[src/rtl/serial_add_unit.sv]
// -----------------------------------------------------------------------------
// serial_add_unit
//   Bit-serial add stage for the 8086 ALU datapath. One full-adder cell is fed
//   one operand bit pair per clock, LSB first. The inter-bit carry lives in a
//   flop. The sum is assembled in place in the result register. The 8086
//   arithmetic flags are produced when the operation finishes. A start/ready/
//   done handshake connects the block to the control sequencer.
//
//   Optional feature macro: SERIAL_SUB_EN
//     When defined, the block adds a 'sub' port. With sub=1 it computes
//     A + ~B + ~borrow, and cf/af report borrow (the inverted carries).
//     When undefined, the block only adds, and the initial carry is cin.
//
// Parameters
//   WIDTH   operand/result width, 8 or 16
//
// Ports
//   clk     rising-edge clock
//   rst     synchronous active-high reset (aborts any operation in progress)
//   start   request, sampled only while ready=1
//   op_a    augend/minuend, captured on an accepted start
//   op_b    addend/subtrahend, captured on an accepted start
//   cin     carry-in (ADC) or borrow-in (SBB), captured on an accepted start
//   sub     subtract select (only with SERIAL_SUB_EN)
//   ready   high in IDLE
//   busy    high while bits are shifting
//   done    one-cycle pulse; result and flags are valid from here on
//   result  sum/difference, held until the next accepted start
//   cf,af,of,zf,sf,pf  8086 arithmetic flags, held until the next done
// -----------------------------------------------------------------------------
module serial_add_unit #(
  parameter int WIDTH = 16
) (
  input  logic             clk,
  input  logic             rst,
  input  logic             start,
  input  logic [WIDTH-1:0] op_a,
  input  logic [WIDTH-1:0] op_b,
  input  logic             cin,
`ifdef SERIAL_SUB_EN
  input  logic             sub,
`endif
  output logic             ready,
  output logic             busy,
  output logic             done,
  output logic [WIDTH-1:0] result,
  output logic             cf,
  output logic             af,
  output logic             of,
  output logic             zf,
  output logic             sf,
  output logic             pf
);

  localparam int CNT_W = $clog2(WIDTH);

  typedef enum logic [1:0] {
    IDLE  = 2'd0,
    SHIFT = 2'd1,
    DONE  = 2'd2
  } state_t;

  state_t state, state_next;

  logic [CNT_W-1:0] cnt;
  logic [WIDTH-1:0] a_q;
  logic [WIDTH-1:0] b_q;
  logic             carry;
  logic             sub_q;
  logic             af_raw;      // carry out of bit 3, before borrow inversion
  logic             c_msb_in;    // carry into the MSB, kept for overflow
  logic             sub_in;
  logic             sum_bit;
  logic             cout_bit;
  logic             accept;
  logic             last_bit;

`ifdef SERIAL_SUB_EN
  assign sub_in = sub;
`else
  assign sub_in = 1'b0;
`endif

  // Single full-adder cell: {carry_out, sum}
  function automatic logic [1:0] full_add(input logic a, input logic b,
                                          input logic c);
    full_add = {(a & b) | (c & (a ^ b)), a ^ b ^ c};
  endfunction

  assign {cout_bit, sum_bit} = full_add(a_q[cnt], b_q[cnt], carry);
  assign accept   = (state == IDLE) && start;
  assign last_bit = (cnt == CNT_W'(WIDTH - 1));

  // ---- control: state register ----
  always_ff @(posedge clk) begin
    if (rst) begin
      state <= IDLE;
    end else begin
      state <= state_next;
    end
  end

  // ---- control: next state and handshake outputs ----
  always_comb begin
    state_next = state;
    ready      = 1'b0;
    busy       = 1'b0;
    case (state)
      IDLE: begin
        ready = 1'b1;
        if (start) state_next = SHIFT;
      end
      SHIFT: begin
        busy = 1'b1;
        if (last_bit) state_next = DONE;
      end
      DONE: begin
        state_next = IDLE;
      end
      default: begin
        state_next = IDLE;
      end
    endcase
  end

  // ---- operand capture (subtrahend stored pre-inverted) ----
  always_ff @(posedge clk) begin
    if (accept) begin
      a_q <= op_a;
      b_q <= sub_in ? ~op_b : op_b;
    end
  end

  // ---- serial datapath, result assembly and flag generation ----
  always_ff @(posedge clk) begin
    if (rst) begin
      cnt      <= '0;
      carry    <= 1'b0;
      sub_q    <= 1'b0;
      af_raw   <= 1'b0;
      c_msb_in <= 1'b0;
      result   <= '0;
      done     <= 1'b0;
      cf       <= 1'b0;
      af       <= 1'b0;
      of       <= 1'b0;
      zf       <= 1'b0;
      sf       <= 1'b0;
      pf       <= 1'b0;
    end else begin
      done <= 1'b0;
      case (state)
        IDLE: begin
          if (start) begin
            cnt    <= '0;
            carry  <= cin ^ sub_in;  // subtract starts with ~borrow
            sub_q  <= sub_in;
            result <= '0;            // unwritten bits read as 0 mid-operation
          end
        end
        SHIFT: begin
          result[cnt] <= sum_bit;
          carry       <= cout_bit;
          if (cnt == CNT_W'(3)) af_raw <= cout_bit;
          if (last_bit) begin
            c_msb_in <= carry;
          end else begin
            cnt <= cnt + CNT_W'(1);
          end
        end
        DONE: begin
          // result is complete here; done and flags become visible together
          done <= 1'b1;
          cf   <= carry ^ sub_q;
          af   <= af_raw ^ sub_q;
          of   <= c_msb_in ^ carry;
          zf   <= (result == '0);
          sf   <= result[WIDTH-1];
          pf   <= ~^result[7:0];
        end
        default: begin
          done <= 1'b0;
        end
      endcase
    end
  end

endmodule

[config.mk]
export PLATFORM = sky130hd
export DESIGN_NAME = serial_add_unit
export DESIGN_NICKNAME = d
export VERILOG_FILES = /design/src/rtl/serial_add_unit.sv
export SDC_FILE = /design/constraint.sdc
export NUM_CORES = 1
export LEC_CHECK = 0
export CORE_MARGIN = 5
export CORE_UTILIZATION = 40
export CTS_BUF_LIST = sky130_fd_sc_hd__clkbuf_16
export DETAILED_ROUTE_END_ITERATION = 7
export GPL_TIMING_DRIVEN = 0
export PLACE_DENSITY = 0.68
export RECOVER_POWER = 50
export SLEW_MARGIN = 15
export SYNTH_ARGS = -nofsm -noshare
export SYNTH_HDL_FRONTEND = slang
export SYNTH_SLANG_ARGS = --single-unit
[constraint.sdc]
create_clock -name clk -period 2.6 [get_ports clk]
set_input_delay 0.52 -clock clk [delete_from_list [all_inputs] [get_ports clk]]
set_output_delay 0.52 -clock clk [all_outputs]
set_load 0.03 [all_outputs]
### Word level (Yosys, flattened, before mapping)

Cells that the tools add are included.

| storage, ports and cells | value |
|---|---|
| register bits | 64 |
| input port bits | 36 |
| output and inout port bits | 25 |
| logic and storage cells | 62 |

| cells by class | value |
|---|---|
| $add $sub $neg | 1 |
| magnitude comparators | 2 |
| equality and inequality tests | 7 |
| mux-type cells | 20 |
| bitwise gates (word level) | 6 |
| reduce and logical (&&, ||, !) cells | 11 |

Operators by type and width:

| kind | number |
|---|---|
| 16-bit case mux with 2 select lines | 1 |
| 16-bit bitwise mux | 1 |
| 16-bit logical NOT | 1 |
| 16-bit two-way mux | 1 |
| 1-bit binary-select mux with 4-bit select | 2 |
| 4-bit two-way mux | 2 |
| 4-bit case mux with 2 select lines | 1 |
| 2-bit AND reduction | 4 |
| 8-bit XNOR reduction | 1 |
| 1-bit two-way mux | 7 |
| 2-bit != test, second input constant | 3 |
| 4-bit by 5-bit < comparator with 1-bit output, second input constant | 1 |
| 4-bit by 1-bit adder with 4-bit output, second input constant | 1 |
| 1-bit demux with 4-bit select | 1 |
| 4-bit by 2-bit == test with 1-bit output, second input constant | 1 |
| 4-bit == test, second input constant | 1 |
| 4-bit by 1-bit greater-or-equal comparator with 1-bit output, second input constant | 1 |
| 2-bit two-way mux | 2 |
| 2-bit case mux with 2 select lines | 1 |
| 3-bit AND reduction | 1 |
| 1-bit XOR | 3 |
| 1-bit bitwise AND | 2 |
| 2-bit by 1-bit == test with 1-bit output, second input constant | 1 |
| 2-bit == test, second input constant | 1 |
| other kinds (5) | 6 |

### Longest topological paths before layout

Gate-level depths: netlist of run 1.

| logic depth | value |
|---|---|
| depth in word-level cells | 6 |
| gate-level depth with buffers | 9 |
| mapped depth without buffers | 7 |

### Least setup slack after synthesis of run 1

OpenSTA, ideal clock, no wires.

| path | value |
|---|---|
| path kind | register to register |
| from | reg cnt[0] |
| to | reg result[15] |
| library setup time | 0.071 ns |
| arrival time | 2.552 ns |
| required time | 2.529 ns |
| setup slack | -0.023 ns |
| stages on the path, launching flop included | 9 |
| path buffers | 2 |
| clock period less this slack | 2.623 ns |
| cell sequence | dfxtp_1 -> buf_4 -> mux4_2 -> a22oi_1 -> and3_1 -> fa_1 -> clkbuf_1 -> or3_1 -> a21oi_1 |

| on the way | value |
|---|---|
| cells in the longest elaborated chain, start to end | 6 |
| elaborated cells between the ends (all ways) | 13 |
| those cells by class | order compare: 2; mux: 8; bitwise: 2; reduce/logical: 1 |

Ends and longest elaborated chain:

| element | line | source |
|---|---|---|
| from (decl) | 65 | `logic [CNT_W-1:0] cnt;` |
| from (signal assigned) | 168 | `cnt <= cnt + CNT_W'(1);` |
| 4-bit by 5-bit < comparator with 1-bit output (implied by the code) (tied with other cells) | 162 | `result[cnt] <= sum_bit;` |
| 1-bit logical AND (implied by the code) / 1-bit two-way mux (equally long branches) | 162, 90 |  |
| 1-bit two-way mux (implied by the code) / 1-bit XOR (equally long branches) | 162, 87 |  |
| 1-bit demux with 4-bit select / 1-bit XOR (equally long branches) | 162, 87 |  |
| 16-bit bitwise mux * | 162 |  |
| 16-bit case mux with 2 select lines * | 152 | `case (state)` |
| to (signal, indexed assignment) | 162 |  |
| to (decl) | 46 | `output logic [WIDTH-1:0] result,` |

Every way passes the cells marked *; elsewhere a longest branch is shown, timed or not. The select of a mux whose other input is x is not followed.
A chain may end at the register's enable or synchronous reset.

### Final worst setup path of run 1

| path | value |
|---|---|
| from | reg cnt[0] |
| to | reg result[14] |

Same word-level chain as after synthesis.

==> impl_metrics.tcl, run 1 <==
set metrics [dict create \
    grt.busiest_layer "met2" \
    synth.top_cells.by_count "dfxtp_1, edfxtp_1, a21oi_1" \
    globalRouteTotalUtil_pct 15.1 \
    finalPower_mw 2.47 \
    numCtsBuffers 9 \
    netlist_area_um2 2770 \
    worst_pin_slew_ps 691 \
    violations "negative setup slack" \
    syn_area_per_cell_um2 11.9 \
    use_met2_pct 25.7 \
    drv_slew 0 \
    ys_warn_count 0 \
    fin_crit_sh_pct 102 \
    io-pin-count 61 \
    clk_path_buf_depth 2 \
    grt_pass1_wl_um 10100 \
    cp_max_fo 6 \
    cts.htree.levels 3 \
    die_area_um2 8680 \
    synth_edf_count 32 \
    synth_ff_type "edfxtp_1" \
    grt_util_met3_pct 4.02 \
    place_ws_ps -445 \
    crit_type "reg2reg" \
    p_leak_nw 1.31 \
    hold_viol_final 0 \
    synth_top_family_by_area "simple AND/OR/NAND/NOR gates" \
    worstSetupStartpoint "cnt[0]$_SDFFE_PP0P_" \
    viasPerCell 5.25 \
    netlist.area_leader.share_pct 34.7 \
    cts_sinks 64 \
    overflow 0 \
    required_ps 2860 \
    synth_compound_area_share_pct 10.3 \
    clock-root-buffer "clkbuf_16" \
    path_clk_slew_ps 50 \
    synth_cell_types 36 \
    setup_ws_ps -40.4 \
    synth_mux_area_share_pct 7.73 \
    syn_inst 232 \
    grt_setup_unrepaired "yes" \
    startpoint_type "flip-flop" \
    synthToLayoutAreaGrowth_pct 41.7 \
    ys_seq_area_share_pct 57.9 \
    clkLatencyLatePin_ps 330 \
    skew_ps 7.72 \
    ys_seq_elements 64 \
    hpwl_um 4390 \
    cpLargestDelayFamily "simple AND/OR/NAND/NOR gates" \
    use_met1_pct 17.5 \
    grt_pass1_vias 2106 \
    crit_buf_inv 2 \
    vdd_drop_max_mv 0.463 \
    power.density_nw_per_um2 630 \
    start_util_pct 40.9 \
    drive_gt1_share_pct 21.5 \
    synth_area_leaders "edfxtp_1, dfxtp_1, mux4_2, a21oi_1, ha_1" \
    slowest_stage "fa_2" \
    slew-limit-headroom_pct 53.8 \
    diodes 0 \
    critPathCaptureType "flip-flop" \
    r2r_slack_ps -40 \
    hold-worst-slack_ps 451 \
    crit_cells 8 \
    synthAdderAreaFrac_pct 4.34 \
    routedWlPerCell_um 15.6 \
    fp.dieH_um 93.2 \
    worstPathArrival_ps 2900 \
    wirelength_um 6100 \
    vias 2058 \
    max_freq_mhz 379 \
    period_needed_ps 2640 \
    hold_depth 2 \
    seq_area_um2 1610 \
    drc 0 \
    drt_pass1_iterations 4 \
    io_buffers 60 \
    num-fill-cells 566 \
    rows 30 \
    yosysTopAreaCell "edfxtp_1" \
    synth_xor_area_share_pct 1.27 \
    cpPeakStageDelay_ps 520 \
    routabilityCongestion 0.789 \
    hp-class "reg2reg" \
    grt_max_degree 35 \
    multi_input_area_um2 1140 \
    worstRegToRegCells 8 \
    fp.dieW_um 93.2 \
    postRouteAntennaNets 0 \
    setup_viol 14 \
    syn-num-nets 277 \
    synth-async-reset-ratio_pct 0 \
    cts_tree "built" \
    synthSimpleGateAreaFrac_pct 14.3 \
    antenna_found_initial 0 \
    r2r_start "cnt[0]$_SDFFE_PP0P_" \
    cap_violations 0 \
    outcome "finished with violations" \
    hp-start "sf$_SDFFE_PP0P_" \
    placeableCoreArea_um2 6760 \
    worstPathCellList "buf_12 > mux4_2 > a22oi_2 > and3_4 > fa_2 > buf_8 > or3_4 > a21oi_2" \
    nets 352 \
    drt_iter0_drc 70 \
]
-- kinds of logic after synthesis --
logic type / count (synthesis)
simple gates: 71
flops: 64
compound gates: 46
buf+inv: 27
mux: 11
fa+ha+maj: 9
xor+xnor: 4
-- sequential cells by signal (all words and copies together) (netlist names), 2 cells and up --
register,flops
a_q,16
b_q,16
result,16
cnt,4
state,2
-- metal layers --
metal | vias to the layer above | share of wire [%]
met5 | - | 0
met4 | 0 | 1.7
met3 | 12 | 6.5
met2 | 61 | 49
met1 | 983 | 43
li1 | 1002 | -
-- report_power, final --
group,switching (mW),internal (mW),total [mW]
registers,0.0146,1.10,1.11
clock network,0.418,0.693,1.11
logic,0.114,0.130,0.245
-- per-stage QoR --
stage | instance area [um2] | setup TNS (ps) | utilization, % | std cells
floorplan | 2770 | 0 | - | 232
global placement | 3470 | -12200 | 51.4 | 372
detailed placement | 3470 | -15260 | 51.4 | 372
CTS | 3840 | -519 | 56.8 | 391
global route | 3920 | -1170 | 58.0 | 392
finish | 3920 | -358 | 58.0 | 392
-- cell usage in the layout, fill, tap and decap left out, types with 10 or more instances in the layout --
master / netlist / layout
clkbuf_16: 0 / 10
nand2_1: 17 / 17
o211ai_1: 11 / 11
clkdlybuf4s50_1: 0 / 28
dfxtp_1: 32 / 31
dlygate4sd3_1: 0 / 32
nor2_1: 13 / 13
edfxtp_1: 32 / 32
inv_1: 13 / 12
a21oi_1: 25 / 16
-- layout make-up --
type / instances / share of cell area, %
timing repair buffer: 65 / 16.9
clock inverter: 6 / 0.798
tap: 80 / 2.55
buffer: 12 / 2.01
inverter: 14 / 1.47
clock buffer: 10 / 6.38
multi-input combinational: 141 / 29.0
sequential: 64 / 40.9
-- path summary, 6_finish.rpt --
| path | endpoint |
|---|---|
| setup / recovery | result[14]$_SDFFE_PP0P_ |
| hold / removal | sf$_SDFFE_PP0P_ |
| setup reg to reg | result[14]$_SDFFE_PP0P_ |
| hold reg to reg | sf$_SDFFE_PP0P_ |
-- worst min-delay path, delay by kind of cell (launching register included) --
| kind | cells | cell delay, ps |
|---|---|---|
| compound gates | 1 | 50 |
| simple gates | 1 | 50 |
| flops | 1 | 300 |
-- timing repair --
item                                    in CTS  in global routing
hold buffers                                 0                  0
gates resized for setup                     17                 18
gates cloned                                 1                  0
pin swaps                                   30                 14
endpoints found under the setup margin      16                 16
buffers inserted                             2                  2
Note: power is estimated with default switching activity, not from simulation.
==> run 2: changes to the inputs <==
==> constraint.sdc (replaced) <==
create_clock -name clk -period 2.35 [get_ports clk]
set_input_delay 0.47 -clock clk [delete_from_list [all_inputs] [get_ports clk]]
set_output_delay 0.47 -clock clk [all_outputs]
set_load 0.03 [all_outputs]
==> run 2 against run 1 <==
Compared with the run above: the run still ends with negative setup slack left; first-iteration DRC count grew 26%; design area decreased by 0.32%; maximum frequency grew 0.70%; routed wire length shrank 3.1%; sequential share of layout area increased by 0.13 points; critical path depth unchanged; clock skew shrank 2.7 ps; die area did not move; count of clock-buffer cells in the layout shrank 1; sequential cell count is the same; worst hold slack about the same; core utilization fell by 0.19 points; critical path type unchanged.
==> impl_metrics.tcl, run 2 (synthesized netlist as in run 1, its figures left out) <==
set metrics [dict create \
    outcome "finished with violations" \
    violations "negative setup slack" \
    grt_pass1_wl_um 9850 \
    place_ws_ps -524 \
    drive_gt1_share_pct 17.9 \
    layout_common_cells "edfxtp_1, dlygate4sd3_1, dfxtp_1, clkdlybuf4s50_1, a21oi_1" \
    grt_pass1_vias 2094 \
    multi_input_area_um2 1100 \
    rows 30 \
    p_switching_mw 0.566 \
    cp_max_fo 6 \
    vdd_drop_max_mv 0.444 \
    cts.htree.levels 3 \
    clock-root-buffer "clkbuf_16" \
    overflow 0 \
    drt_pass1_iterations 4 \
    worstPathArrival_ps 2870 \
    seq_power_share_pct 43.7 \
    numCtsBuffers 9 \
    num-fill-cells 570 \
    grt_setup_unrepaired "yes" \
    slew-limit-headroom_pct 54.6 \
    globalRouteTotalUtil_pct 14.6 \
    seq_area_um2 1610 \
    required_ps 2600 \
    viasPerCell 5.19 \
    io-pin-count 61 \
    vias 2040 \
    cts_tree "built" \
    power_frac_comb_pct 8.7 \
    clk_path_buf_depth 2 \
    fp.dieW_um 93.2 \
    placeableCoreArea_um2 6760 \
    drv_slew 0 \
    wirelength_um 5920 \
    internal_power_mw 2.25 \
    routedWlPerCell_um 15.1 \
    io_buffers 60 \
    dr_wl_met2_um 2860 \
    cap_violations 0 \
    period_needed_ps 2620 \
    hpwl_um 4240 \
    power.share.clock_pct 47.7 \
    nets 353 \
    placedCellCount 372 \
    route.met3.wl_um 336 \
    postRouteAntennaNets 0 \
    startpoint_type "flip-flop" \
    grt_max_degree 35 \
    setup_viol 16 \
    hold_viol_final 0 \
    start_util_pct 40.9 \
    antenna_found_initial 0 \
    drc 0 \
    cts_sinks 64 \
    finalPower_mw 2.82 \
    synthToLayoutAreaGrowth_pct 41.3 \
    highest_layer "met4" \
    fp.dieH_um 93.2 \
    setup_ws_ps -272 \
    skew_ps 5.01 \
    max_freq_mhz 381 \
    die_area_um2 8680 \
    stdcell_count 393 \
    power.density_nw_per_um2 722 \
    p_leak_nw 1.32 \
    path_clk_slew_ps 50 \
    crit_type "reg2reg" \
    r2r_slack_ps -270 \
    clkLatencyLatePin_ps 320 \
    wl_met1_um 2630 \
    postCtsHoldBufs 0 \
    worst_pin_slew_ps 679 \
    p_sw_share_pct 20.1 \
    critPathCaptureType "flip-flop" \
    drt_iter0_drc 88 \
    reg_top3 "a_q (16), b_q (16), result (16)" \
    diodes 0 \
    fin_crit_sh_pct 112 \
    routabilityCongestion 0.777 \
    hp-class "reg2reg" \
]
==> run 2: what timing repair did <==
item | CTS | global route
resized for setup | 10 | 12
endpoints found under the setup margin | 50 | 17
pin swaps | 10 | 4
setup buffers | 3 | 3
==> run 2: critical path, cell delays in order, from the launching register on <==
cell and delay [ps]:
dfxtp_4 370, buf_12 120, mux4_2 500, a22oi_2 200
and3_4 220, fa_2 460, buf_6 150, or4_4 410
a21oi_2 120
==> run 2: routing by layer <==
metal,vias up,GRT usage [%]
met1,955,17.2
met3,13,4.02
met4,0,6.11
li1,1012,-
met5,-,0
met2,60,25.1
==> run 2: path summary, 6_finish.rpt <==
kind / from / endpoint / depth (start not counted)
max: cnt[0]$_SDFFE_PP0P_ / result[2]$_SDFFE_PP0P_ / 8
min: cf$_SDFFE_PP0P_ / cf$_SDFFE_PP0P_ / 2
max reg2reg: cnt[0]$_SDFFE_PP0P_ / result[2]$_SDFFE_PP0P_ / 8
min reg2reg: cf$_SDFFE_PP0P_ / cf$_SDFFE_PP0P_ / 2
==> run 2: metrics by stage <==
step	area (um2)	util, %	TNS [ps]	hold WS (ps)
finish	3910	57.9	-3360	450
global route	3910	57.9	-4560	476
CTS	3850	56.9	-3510	456
detailed placement	3480	51.5	-22790	448
global placement	3480	51.5	-20650	442
floorplan	2780	-	-689	432
==> run 2: cell type report <==
| class | count | area share, % |
|---|---|---|
| Tap cell | 80 | 2.56 |
| Clock buffer | 9 | 5.76 |
| Multi-Input combinational cell | 141 | 28.1 |
| Clock inverter | 7 | 2.05 |
| Sequential cell | 64 | 41.1 |
| Inverter | 14 | 1.57 |
| Timing Repair Buffer | 66 | 17.0 |
| Buffer | 12 | 1.89 |
==> run 2: power groups by stage <==
stage	sequential (mW)	combinational [mW]	clock (mW)
after detailed placement	1.26	0.223	0
after floorplan	1.25	0.115	0
final	1.23	0.245	1.34
after global placement	1.25	0.221	0
after CTS	1.23	0.246	1.37
after global routing	1.23	0.266	1.43
==> run 3: changes to the inputs <==
--- a/config.mk
+++ b/config.mk
@@ -5,7 +5,6 @@
 export SDC_FILE = /design/constraint.sdc
 export NUM_CORES = 1
 export LEC_CHECK = 0
-export CORE_MARGIN = 5
 export CORE_UTILIZATION = 40
 export CTS_BUF_LIST = sky130_fd_sc_hd__clkbuf_16
 export DETAILED_ROUTE_END_ITERATION = 7
==> run 3 against run 2 <==
Compared with the run above: the flow still finishes with violations (negative setup slack); combinational power increased by 2%; sequential cell count did not move; first-iteration DRC count increased by 26%; routed wire length shrank 1.4%; total power is 6.9% lower; largest power group is now sequential cells.
==> impl_metrics.tcl, run 3 (synthesized netlist as in run 1, its figures left out) <==
set metrics [dict create \
    diodes 0 \
    multi_input_area_um2 1110 \
    postRouteAntennaNets 0 \
    wirelength_um 5830 \
    grt_setup_unrepaired "yes" \
    synthToLayoutAreaGrowth_pct 39.3 \
    place_ws_ps -404 \
    cts_tree "built" \
    cp_max_fo 5 \
    worstPathArrival_ps 2860 \
    start_util_pct 42.6 \
    hp-class "reg2reg" \
    critPathCaptureType "flip-flop" \
    postCtsHoldBufs 0 \
    globalRouteTotalUtil_pct 17.2 \
    path_clk_slew_ps 50 \
    finalPower_mw 2.63 \
    numCtsBuffers 9 \
    num-fill-cells 534 \
    hold_viol_final 0 \
    slew-limit-headroom_pct 53.3 \
    grt_pass1_vias 2017 \
    violations "negative setup slack" \
    reg_top3 "a_q (16), b_q (16), result (16)" \
    grt_max_degree 35 \
    period_needed_ps 2610 \
    seq_area_um2 1610 \
    antenna_found_initial 0 \
    worstSetupStartpoint "cnt[0]$_SDFFE_PP0P_" \
    vdd_drop_max_mv 0.505 \
    clock-root-buffer "clkbuf_16" \
    skew_ps 4.99 \
    startpoint_type "flip-flop" \
    overflow 0 \
    fin_crit_sh_pct 111 \
    worst_pin_slew_ps 700 \
    clkLatencyLatePin_ps 330 \
    setup_viol 16 \
    vias 2077 \
    required_ps 2600 \
    routedWlPerCell_um 15.0 \
    setup_ws_ps -260 \
    outcome "finished with violations" \
    crit_type "reg2reg" \
    cts_sinks 64 \
    fp.dieH_um 85.2 \
    placeableCoreArea_um2 6490 \
    io_buffers 60 \
    layout_common_cells "dlygate4sd3_1, edfxtp_1, dfxtp_1, a21oi_1, clkdlybuf4s50_1" \
    rows 29 \
    viasPerCell 5.33 \
    grt_pass1_wl_um 9500 \
    clk_path_buf_depth 2 \
    final_common_cell "dlygate4sd3_1" \
    hp-start "sf$_SDFFE_PP0P_" \
    p_leak_nw 1.33 \
    drv_slew 0 \
    hpwl_um 4030 \
    cap_violations 0 \
    r2r_start "cnt[0]$_SDFFE_PP0P_" \
    power.density_nw_per_um2 682 \
    nets 353 \
    drt_iter0_drc 111 \
    drive_gt1_share_pct 18.5 \
    fp.dieW_um 85.2 \
    routabilityCongestion 0.773 \
    die_area_um2 7250 \
    drc 0 \
    cts.htree.levels 3 \
    drt_pass1_iterations 4 \
    io-pin-count 61 \
    max_freq_mhz 383 \
    tns_ps -3370 \
]
[run 3: timing repair]
| item | 4_1_cts | 5_1_grt |
|---|---|---|
| resized for setup | 7 | 17 |
| endpoints found under the setup margin | 16 | 17 |
| buffers inserted | 4 | 2 |
| pin swaps | 4 | 8 |
[run 3: worst paths after layout]
kind | depth (start not counted) | slack, ps | to
max | 8 | -260 | result[4]$_SDFFE_PP0P_
min | 2 | 450 | sf$_SDFFE_PP0P_
max reg2reg | 8 | -260 | result[4]$_SDFFE_PP0P_
min reg2reg | 2 | 450 | sf$_SDFFE_PP0P_
[run 3: per-stage QoR]
step	cell area, um2	std cells	util [%]	hold WS [ps]
global route	3850	390	59.4	484
finish	3850	390	59.4	447
CTS	3790	389	58.4	453
detailed placement	3480	369	53.5	446
floorplan	2780	232	-	432
global placement	3480	369	53.5	441
[run 3: final cells by class]
cell class	instances	area share [%]
well taps	77	2.50
repair buffers	66	17.0
clock buffers	9	5.84
plain buffers	12	1.98
flip-flops and latches	64	41.6
inverters	14	1.49
multi-input cells	141	28.8
clock inverters	7	0.779
[run 3: per-layer routing]
| metal | up-vias | track usage [%] | routed length, um |
|---|---|---|---|
| li1 | 1008 | - | - |
| met1 | 988 | 21.7 | 2490 |
| met2 | 72 | 27.9 | 2910 |
| met3 | 9 | 4.77 | 331 |
| met4 | 0 | 7.40 | 94 |
| met5 | - | 0 | 0 |
[run 3: where the power goes]
| part | internal (mW) | switching, mW | total, mW |
|---|---|---|---|
| Sequential | 1.22 | 0.0159 | 1.23 |
| Combinational | 0.132 | 0.117 | 0.249 |
| Clock | 0.691 | 0.455 | 1.15 |
| Total | 2.04 | 0.588 | 2.63 |
[run 3: critical path, stage by stage (launching register included)]
cell and delay (ps):
dfxtp_4 390, buf_6 110, mux4_2 500, a22oi_2 190, and3_4 210, fa_2 500, buf_6 150, or3_1 370
a21oi_1 120
